**src/rtl/seg7_pkg.sv**
```systemverilog
// Shared types and the hex-to-segment decode for the multiplexed 7-segment driver.
package seg7_pkg;

  typedef struct packed {
    logic [3:0] value;
    logic       dp;
    logic       blank;
  } digit_t;

  localparam digit_t DIGIT_RESET = '{value: 4'h0, dp: 1'b0, blank: 1'b1};

  // Segment order {g,f,e,d,c,b,a}, active-high before polarity is applied.
  function automatic logic [6:0] seg7_decode(input logic [3:0] v);
    logic [6:0] s;
    case (v)
      4'h0: s = 7'h3F;
      4'h1: s = 7'h06;
      4'h2: s = 7'h5B;
      4'h3: s = 7'h4F;
      4'h4: s = 7'h66;
      4'h5: s = 7'h6D;
      4'h6: s = 7'h7D;
      4'h7: s = 7'h07;
      4'h8: s = 7'h7F;
      4'h9: s = 7'h6F;
      4'hA: s = 7'h77;
      4'hB: s = 7'h7C;
      4'hC: s = 7'h39;
      4'hD: s = 7'h5E;
      4'hE: s = 7'h79;
      default: s = 7'h71;
    endcase
    return s;
  endfunction

endpackage

```
**src/rtl/seg7_scan_timer.sv**
```systemverilog
// Slot prescaler and digit index for the scan; flags the anti-ghosting window and frame start.
module seg7_scan_timer
  import seg7_pkg::*;
#(
  parameter int DIGITS       = 4,
  parameter int SCAN_DIV     = 1024,
  parameter int BLANK_CYCLES = 16,
  parameter int IDX_W        = 2
) (
  input  logic             clk,
  input  logic             reset,
  output logic [IDX_W-1:0] idx,
  output logic             in_blank,
  output logic             frame
);

  localparam int CNT_W = $clog2(SCAN_DIV);

  logic [CNT_W-1:0] cnt_q, cnt_d;
  logic [IDX_W-1:0] idx_q, idx_d;

  always_comb begin
    cnt_d = cnt_q + CNT_W'(1);
    idx_d = idx_q;
    if (cnt_q == CNT_W'(SCAN_DIV - 1)) begin
      cnt_d = '0;
      idx_d = (idx_q == IDX_W'(DIGITS - 1)) ? '0 : idx_q + IDX_W'(1);
    end
  end

  always_ff @(posedge clk) begin
    if (reset) begin
      cnt_q <= '0;
      idx_q <= '0;
    end else begin
      cnt_q <= cnt_d;
      idx_q <= idx_d;
    end
  end

  generate
    if (BLANK_CYCLES == 0) begin : g_no_blank
      assign in_blank = 1'b0;
    end else begin : g_blank
      assign in_blank = (cnt_q < CNT_W'(BLANK_CYCLES));
    end
  endgenerate

  assign idx   = idx_q;
  assign frame = (cnt_q == '0) && (idx_q == '0);

endmodule

```
**src/rtl/seg7_scan_driver.sv**
```systemverilog
// Multi-digit 7-segment scan driver: digit register file, hex decode and a registered,
// polarity-adjusted output stage on top of seg7_scan_timer.
module seg7_scan_driver
  import seg7_pkg::*;
#(
  parameter int DIGITS       = 4,
  parameter int SCAN_DIV     = 1024,
  parameter int BLANK_CYCLES = 16,
  parameter int IDX_W        = (DIGITS > 1) ? $clog2(DIGITS) : 1
) (
  input  logic              clk,
  input  logic              reset,
  input  logic              wr_en,
  input  logic [IDX_W-1:0]  wr_idx,
  input  logic [3:0]        wr_data,
  input  logic              wr_dp,
  input  logic              wr_blank,
  input  logic              seg_inv,
  input  logic              dig_inv,
  output logic [6:0]        seg,
  output logic              dp,
  output logic [DIGITS-1:0] dig_en,
  output logic              frame_start
);

  logic [IDX_W-1:0] scan_idx;
  logic             in_blank;
  logic             frame;

  seg7_scan_timer #(
    .DIGITS       (DIGITS),
    .SCAN_DIV     (SCAN_DIV),
    .BLANK_CYCLES (BLANK_CYCLES),
    .IDX_W        (IDX_W)
  ) u_timer (
    .clk      (clk),
    .reset    (reset),
    .idx      (scan_idx),
    .in_blank (in_blank),
    .frame    (frame)
  );

  digit_t dig_q [DIGITS];
  digit_t dig_d [DIGITS];

  // Out-of-range indices are dropped so a wide wr_idx can never alias a real digit.
  always_comb begin
    dig_d = dig_q;
    if (wr_en && ({1'b0, wr_idx} < (IDX_W + 1)'(DIGITS)))
      dig_d[wr_idx] = '{value: wr_data, dp: wr_dp, blank: wr_blank};
  end

  digit_t            cur;
  logic [6:0]        seg_d, seg_q;
  logic              dp_d, dp_q;
  logic [DIGITS-1:0] dig_en_d, dig_en_q;
  logic              frame_start_d, frame_start_q;

  always_comb begin
    cur           = dig_q[scan_idx];
    seg_d         = (cur.blank ? 7'h00 : seg7_decode(cur.value)) ^ {7{seg_inv}};
    dp_d          = (cur.dp & ~cur.blank) ^ seg_inv;
    dig_en_d      = (in_blank ? '0 : (DIGITS'(1) << scan_idx)) ^ {DIGITS{dig_inv}};
    frame_start_d = frame;
  end

  // Outputs park at the inactive level for the current polarity while in reset.
  always_ff @(posedge clk) begin
    if (reset) begin
      for (int i = 0; i < DIGITS; i++) dig_q[i] <= DIGIT_RESET;
      seg_q         <= {7{seg_inv}};
      dp_q          <= seg_inv;
      dig_en_q      <= {DIGITS{dig_inv}};
      frame_start_q <= 1'b0;
    end else begin
      dig_q         <= dig_d;
      seg_q         <= seg_d;
      dp_q          <= dp_d;
      dig_en_q      <= dig_en_d;
      frame_start_q <= frame_start_d;
    end
  end

  assign seg         = seg_q;
  assign dp          = dp_q;
  assign dig_en      = dig_en_q;
  assign frame_start = frame_start_q;

endmodule

```
**config.mk**
```make
export PLATFORM = sky130hd
export DESIGN_NAME = seg7_scan_driver
export DESIGN_NICKNAME = d
export VERILOG_FILES = /design/src/rtl/seg7_pkg.sv /design/src/rtl/seg7_scan_timer.sv /design/src/rtl/seg7_scan_driver.sv
export SDC_FILE = /design/constraint.sdc
export NUM_CORES = 1
export LEC_CHECK = 0
export CAP_MARGIN = 15
export CORE_ASPECT_RATIO = 1.75
export CORE_MARGIN = 1.5
export CORE_UTILIZATION = 55
export CTS_CLUSTER_SIZE = 8
export DETAILED_ROUTE_END_ITERATION = 8
export PLACE_DENSITY = 0.78
export SLEW_MARGIN = 25
export SYNTH_ARGS = -nofsm -noshare
export SYNTH_HDL_FRONTEND = slang
export SYNTH_SLANG_ARGS = --single-unit
```
**constraint.sdc**
```tcl
create_clock -name clk -period 3.34 [get_ports clk]
set_clock_uncertainty 0.2 [all_clocks]
set_input_delay 0.501 -clock clk [delete_from_list [all_inputs] [get_ports clk]]
set_output_delay 0.501 -clock clk [all_outputs]
set_load 0.1 [all_outputs]
```
Word-level counts from Yosys, hierarchy flattened
Memories as Yosys holds them, arrays and structs flattened.
Index checks and enable logic that the tools add are counted.
- flip-flop bits (word level): 49
- bits in latches: 0
- RAM bits: 0
- ROM bits: 112
- bits of input ports: 13
- output and inout bits: 13
- word-level logic and storage cells: 52
- memories kept: 1
- add/sub/neg operators: 2
- multipliers: 0
- divide/modulo/power cells: 0
- order comparisons: 4
- eq/ne operators: 2
- shifts and indexed selects: 1
- mux-type cells: 12
- bitwise operators: 7
- reductions and logical operators: 5
- memories (name ; depth ; width ; read ports ; clocked after Yosys merged registers in ; wr ports ; RTL line ; source):
    (no name shown) ; 16 ; 7 ; 1 ; 0 ; 0 ; seg7_pkg.sv:15 ; case (v)
- operators by type and width (cell ; count):
    bitwise mux 24 bit ; 1
    two-way mux 6 bit ; 3
    two-way mux 7 bit ; 2
    binary-select mux 6 bit (select 2 bit) ; 1
    demux 6 bit (select 2 bit) ; 1
    adder 10 x 1 -> 10 bit (second input constant) ; 1
    == test 10 bit (second input constant) ; 1
    logical NOT 10 bit ; 1
    less-than comparator 10 x 5 -> 1 bit (second input constant) ; 1
    two-way mux 4 bit ; 2
    XOR 7 bit ; 1
    >= comparator 3 bit (second input constant) ; 2
    inverter 2 -> 3 bit ; 2
    left shift 1 x 2 -> 4 bit (first input constant) ; 1
    XOR 4 bit ; 1
    less-than comparator 3 x 1 -> 1 bit (second input constant) ; 1
    adder 2 x 1 -> 2 bit (second input constant) ; 1
    == test 2 bit (second input constant) ; 1
    logical AND 1 bit ; 2
    logical NOT 2 bit ; 1
    two-way mux 2 bit ; 1
    OR reduction 2 bit ; 1
    bitwise AND 1 bit ; 1
    two-way mux 1 bit ; 1
    2 further kinds ; 2

Depth between registers and ports, before layout
- word-level depth: 8
- gate-level depth with buffers: 8
- gate-level depth less buffers: 7

Modules after synthesis
Synthesis repeated with hierarchy kept, for this count alone.
- cells, all modules: 231
- area total of the unflattened synthesis: 2346.0 um^2
- modules (own cells, without submodules) (module ; times used ; cells an instance ; area an instance (um^2) ; seq. area each (um^2)):
    seg7_scan_driver ; 1 ; 164 ; 1757.9 ; 740.7
    seg7_scan_timer ; 1 ; 67 ; 588.1 ; 240.2

Least setup slack after synthesis
OpenSTA, ideal clock, no wires.
- path kind: flip-flop to flip-flop
- start: register u_timer.idx_q[0], in the netlist u_timer.idx[0]
- end: register seg_q[3], in the netlist seg[3]
- library setup time: 73 ps
- arrival: 2147 ps
- required time: 3067 ps
- setup slack: 920 ps
- cell stages (with the launch flop): 8
- path buffers: 1
- period minus slack after synthesis: 2420 ps
- path through: dfxtp_1 buf_6 mux4_1 ha_1 and2b_2 a211o_1 a21oi_1 xor2_1
- longest elaborated chain between the ends: 8
- ends and longest elaborated chain (what ; RTL line ; source):
    from (decl) ; seg7_scan_timer.sv:20 ; logic [IDX_W-1:0] idx_q, idx_d;
    from (signal assigned) ; seg7_scan_timer.sv:37 ; idx_q <= idx_d;
    inverter 2 -> 3 bit (implied by the code) (*) ; seg7_scan_driver.sv:60 ; cur = dig_q[scan_idx];
    binary-select mux 6 bit (select 2 bit) (*) ; seg7_scan_driver.sv:60 ;
    two-way mux 6 bit (implied by the code) (*) (2 in a row) ; seg7_scan_driver.sv:60 ;
    memory read (16 x 7 bit) ; -- ;
    two-way mux 7 bit (*) ; seg7_scan_driver.sv:61 ; seg_d = (cur.blank ? 7'h00 : seg7_decode(cur.value)) ^ {7{seg_inv}};
    XOR 7 bit (*) ; seg7_scan_driver.sv:61 ;
    two-way mux 7 bit (*) ; seg7_scan_driver.sv:69 ; if (reset) begin
    to (signal assigned) ; seg7_scan_driver.sv:71 ; seg_q <= {7{seg_inv}};
    to (signal assigned) ; seg7_scan_driver.sv:77 ; seg_q <= seg_d;
    to (decl) ; seg7_scan_driver.sv:54 ; logic [6:0] seg_d, seg_q;
Mark *: on every way between the ends. The rest lies on a longest branch, timed or not. The select of a mux whose other input is x is not followed.
A chain may end at the register's enable or synchronous reset.

Worst setup path after layout
Same ends and word-level chain as after synthesis.

==> flow_summary.yaml <==
global_route:
  grt_pass1_vias: 1522
  grt_pass1_wl_um: 6541
  grt_overflow: 0
  grt_use_total_pct: 19.21
  grt_max_degree: 34
  antenna_found_initial: 0
final_layout:
  n_fill_cell: 339
  seqCellArea_um2: 980.9
  multi_input_area_um2: 1212
  utilization_pct: 67.84
  final_nets: 276
  syn_to_final_growth_pct: 17.03
  layout-drive-gt1-share_pct: 10.32
  antenna_cells: 0
floorplan:
  die-area_um2: 4565
  die_y_um: 88.26
  row_count: 30
  coreArea_um2: 3941
  die_w_um: 51.72
  io_pins: 26
  start_util_pct: 57.97
setup_path:
  startpoint: "u_timer.idx[0]"
  ff2ff_path_depth: 6
  r2r-start: "u_timer.idx[0]"
  r2r-end: "seg[3]"
  crit_slowest_cell: "mux4_1"
  setup.worst_path.class: "flip-flop to flip-flop"
  critPathTopFamily: "multiplexers"
  crit_required_ps: 3380
  arrival_ps: 2550
  path_cells: "mux4_1, ha_1, and2b_2, a211o_1, a21oi_1, xor2_1"
  r2r_setup_slack_ps: 830
  cp_num_buf_inv: 0
  end_kind: "flip-flop"
  path_depth: 6
  start_kind: "flip-flop"
  critical_path.endpoint: "seg[3]"
  cpPeakStageDelay_ps: 690
  cp_max_fo: 6
detailed_routing:
  vias_per_cell: 5.300
  dr.pass1.iters: 4
  ant_nets: 0
  wirelength_um: 3829
  drc: 0
  wl_per_cell_um: 12.76
  dr.first_iter.drc_count: 32
  vias: 1590
yosys:
  syn_area_per_cell_um2: 10.15
  syn_nets: 250
  yosysSeqAreaShare_pct: 42.94
  synth_top_area_cell: "dfxtp_1"
  syn_inst: 225
  synth_top_area_share_pct: 42.94
  synth_area_leaders: "dfxtp_1 43%, mux2i_1 10%, nor2_1 6.9%"
  synth_area_um2: 2285
  synth-seq-cells: 49
  ys_warn_count: 0
  yosysUniqueCellTypes: 35
sta:
  slew_viol_final: 0
  post-route-period-util_pct: 75.18
  setup_viol: 0
  min_period_ps: 2511
  timing.setup.tns_ps: 0
  worstMarginPinSlew_ps: 957.0
  slew_headroom_pct: 36.00
  fmax_ghz: 0.3982
  rsz0062_at_grt: "false"
  finalHoldViolations: 0
cts:
  cts_tree: "done"
  root_buffer: "clkbuf_8"
  numCtsBuffers: 5
  numClockSinks: 49
  post_cts_buffers: 0
  postCtsHoldBufs: 0
  post_cts_resized: 0
  cts_buffer_depth: 2
  path_clk_slew_ps: 90
  htreeDepth: 2
  clock_latency_ps: 310
pwr:
  leakagePower_nw: 1.138
  vdd_drop_max_mv: 0.3958
  p_per_area_nw_per_um2: 468.8
flow_run:
  max_cap_viol_count: 0
place:
  gp_congestion: 0.8557
  post-dp-hpwl_um: 2803
  port_buffers: 25
outcome:
  outcome: "completed"
min_path:
  hold_class: "flip-flop to flip-flop"
## cell usage in the layout (no fill, tap or decap), types with 2 or more instances in the layout
cell type	Yosys	layout
a211o_1	5	5
ha_1	12	12
nand3b_1	2	2
mux4_2	2	2
and2b_2	2	2
clkdlybuf4s50_1	0	21
mux2_4	2	2
o211ai_1	2	2
mux4_1	4	4
dfxtp_1	49	49
nor3_1	3	3
a21oi_1	4	4
buf_4	0	6
or2_2	3	3
nand3_1	5	5
inv_1	12	12
mux2i_1	23	23
xnor2_1	12	12
clkbuf_8	0	6
xor2_1	8	8
o21ai_0	4	4
nand2_1	10	10
nor2_1	42	42
## how the worst min path moves through the flow
stage,start,endpoint,slack (ps),depth (start not counted)
2_1_floorplan,dig_q[12],dig_q[12],230,1
3_5_place_dp,dig_q[6],dig_q[6],250,1
4_1_cts,dig_q[6],dig_q[6],270,1
3_3_place_gp,dig_q[6],dig_q[6],240,1
6_report,dig_q[6],dig_q[6],270,1
5_1_grt,dig_q[6],dig_q[6],300,1
## synthesized netlist by cell type (all sizes together)
master / n
clkbuf: 4
mux2: 2
nand3: 5
xnor2: 12
or2: 4
nor2b: 1
and2b: 2
a211o: 5
buf: 4
nor2: 43
a21oi: 4
o211a: 1
xor2: 8
nor3b: 1
and3: 1
nor3: 3
or4: 1
dfxtp: 49
mux2i: 23
nand3b: 2
ha: 12
a221oi: 1
o221ai: 1
mux4: 6
o211ai: 2
nand4: 1
inv: 12
nand2: 10
o21ai: 4
nand2b: 1
## routing by layer
metal	track usage (%)	wire length [um]	share of wire [%]	vias up
met2	34.38	2013	53	28
li1	-	-	-	821
met3	4.899	133	3.5	8
met1	20.61	1597	42	733
met5	0	0	0	-
met4	9.091	85	2.2	0
## stage by stage
stage	cell area, um^2	power, mW	std cells	setup slack (ps)	hold WS (ps)
3_5_place_dp	2554	0.8318	292	870.9	251.5
5_1_grt	2674	1.297	300	695.1	295.8
4_1_cts	2674	1.265	300	827.9	273.1
2_1_floorplan	2285	0.7791	225	919.8	226.7
3_3_place_gp	2554	0.8287	292	916.4	240.4
6_report	2674	1.253	300	829.0	268.5
## cell type report
class | count | share of cell area (%)
sequential | 49 | 36.69
clock inverter | 2 | 1.404
inverter | 12 | 1.685
clock buffer | 6 | 3.088
tap | 48 | 2.246
timing repair buffer | 27 | 9.546
multi-input combinational | 156 | 45.34
## logic make-up (layout without fill, tap and decap cells)
| logic type | after synthesis | count (layout) | share of synthesized area (%) |
|---|---|---|---|
| flops | 49 | 49 | 42.94 |
| simple gates | 75 | 75 | 15.06 |
| mux | 31 | 31 | 17.96 |
| xor+xnor | 20 | 20 | 7.667 |
| fa+ha+maj | 12 | 12 | 6.572 |
| compound gates | 18 | 18 | 5.805 |
| buf+inv | 20 | 47 | 3.997 |
## where the power goes
part | switching (mW) | internal [mW] | leakage (nW)
clock | 0.193 | 0.243 | 0.0574
sequential | 0.0116 | 0.609 | 0.402
combinational | 0.134 | 0.0628 | 0.678
## flip-flops by register name (all words and copies together) (netlist names)
signal and count:
u_timer.idx 2, u_timer.cnt_q 10, dig_en 4, dp 1
seg 7, frame_start 1, dig_q 24
Power figures use the tool's default switching activity.
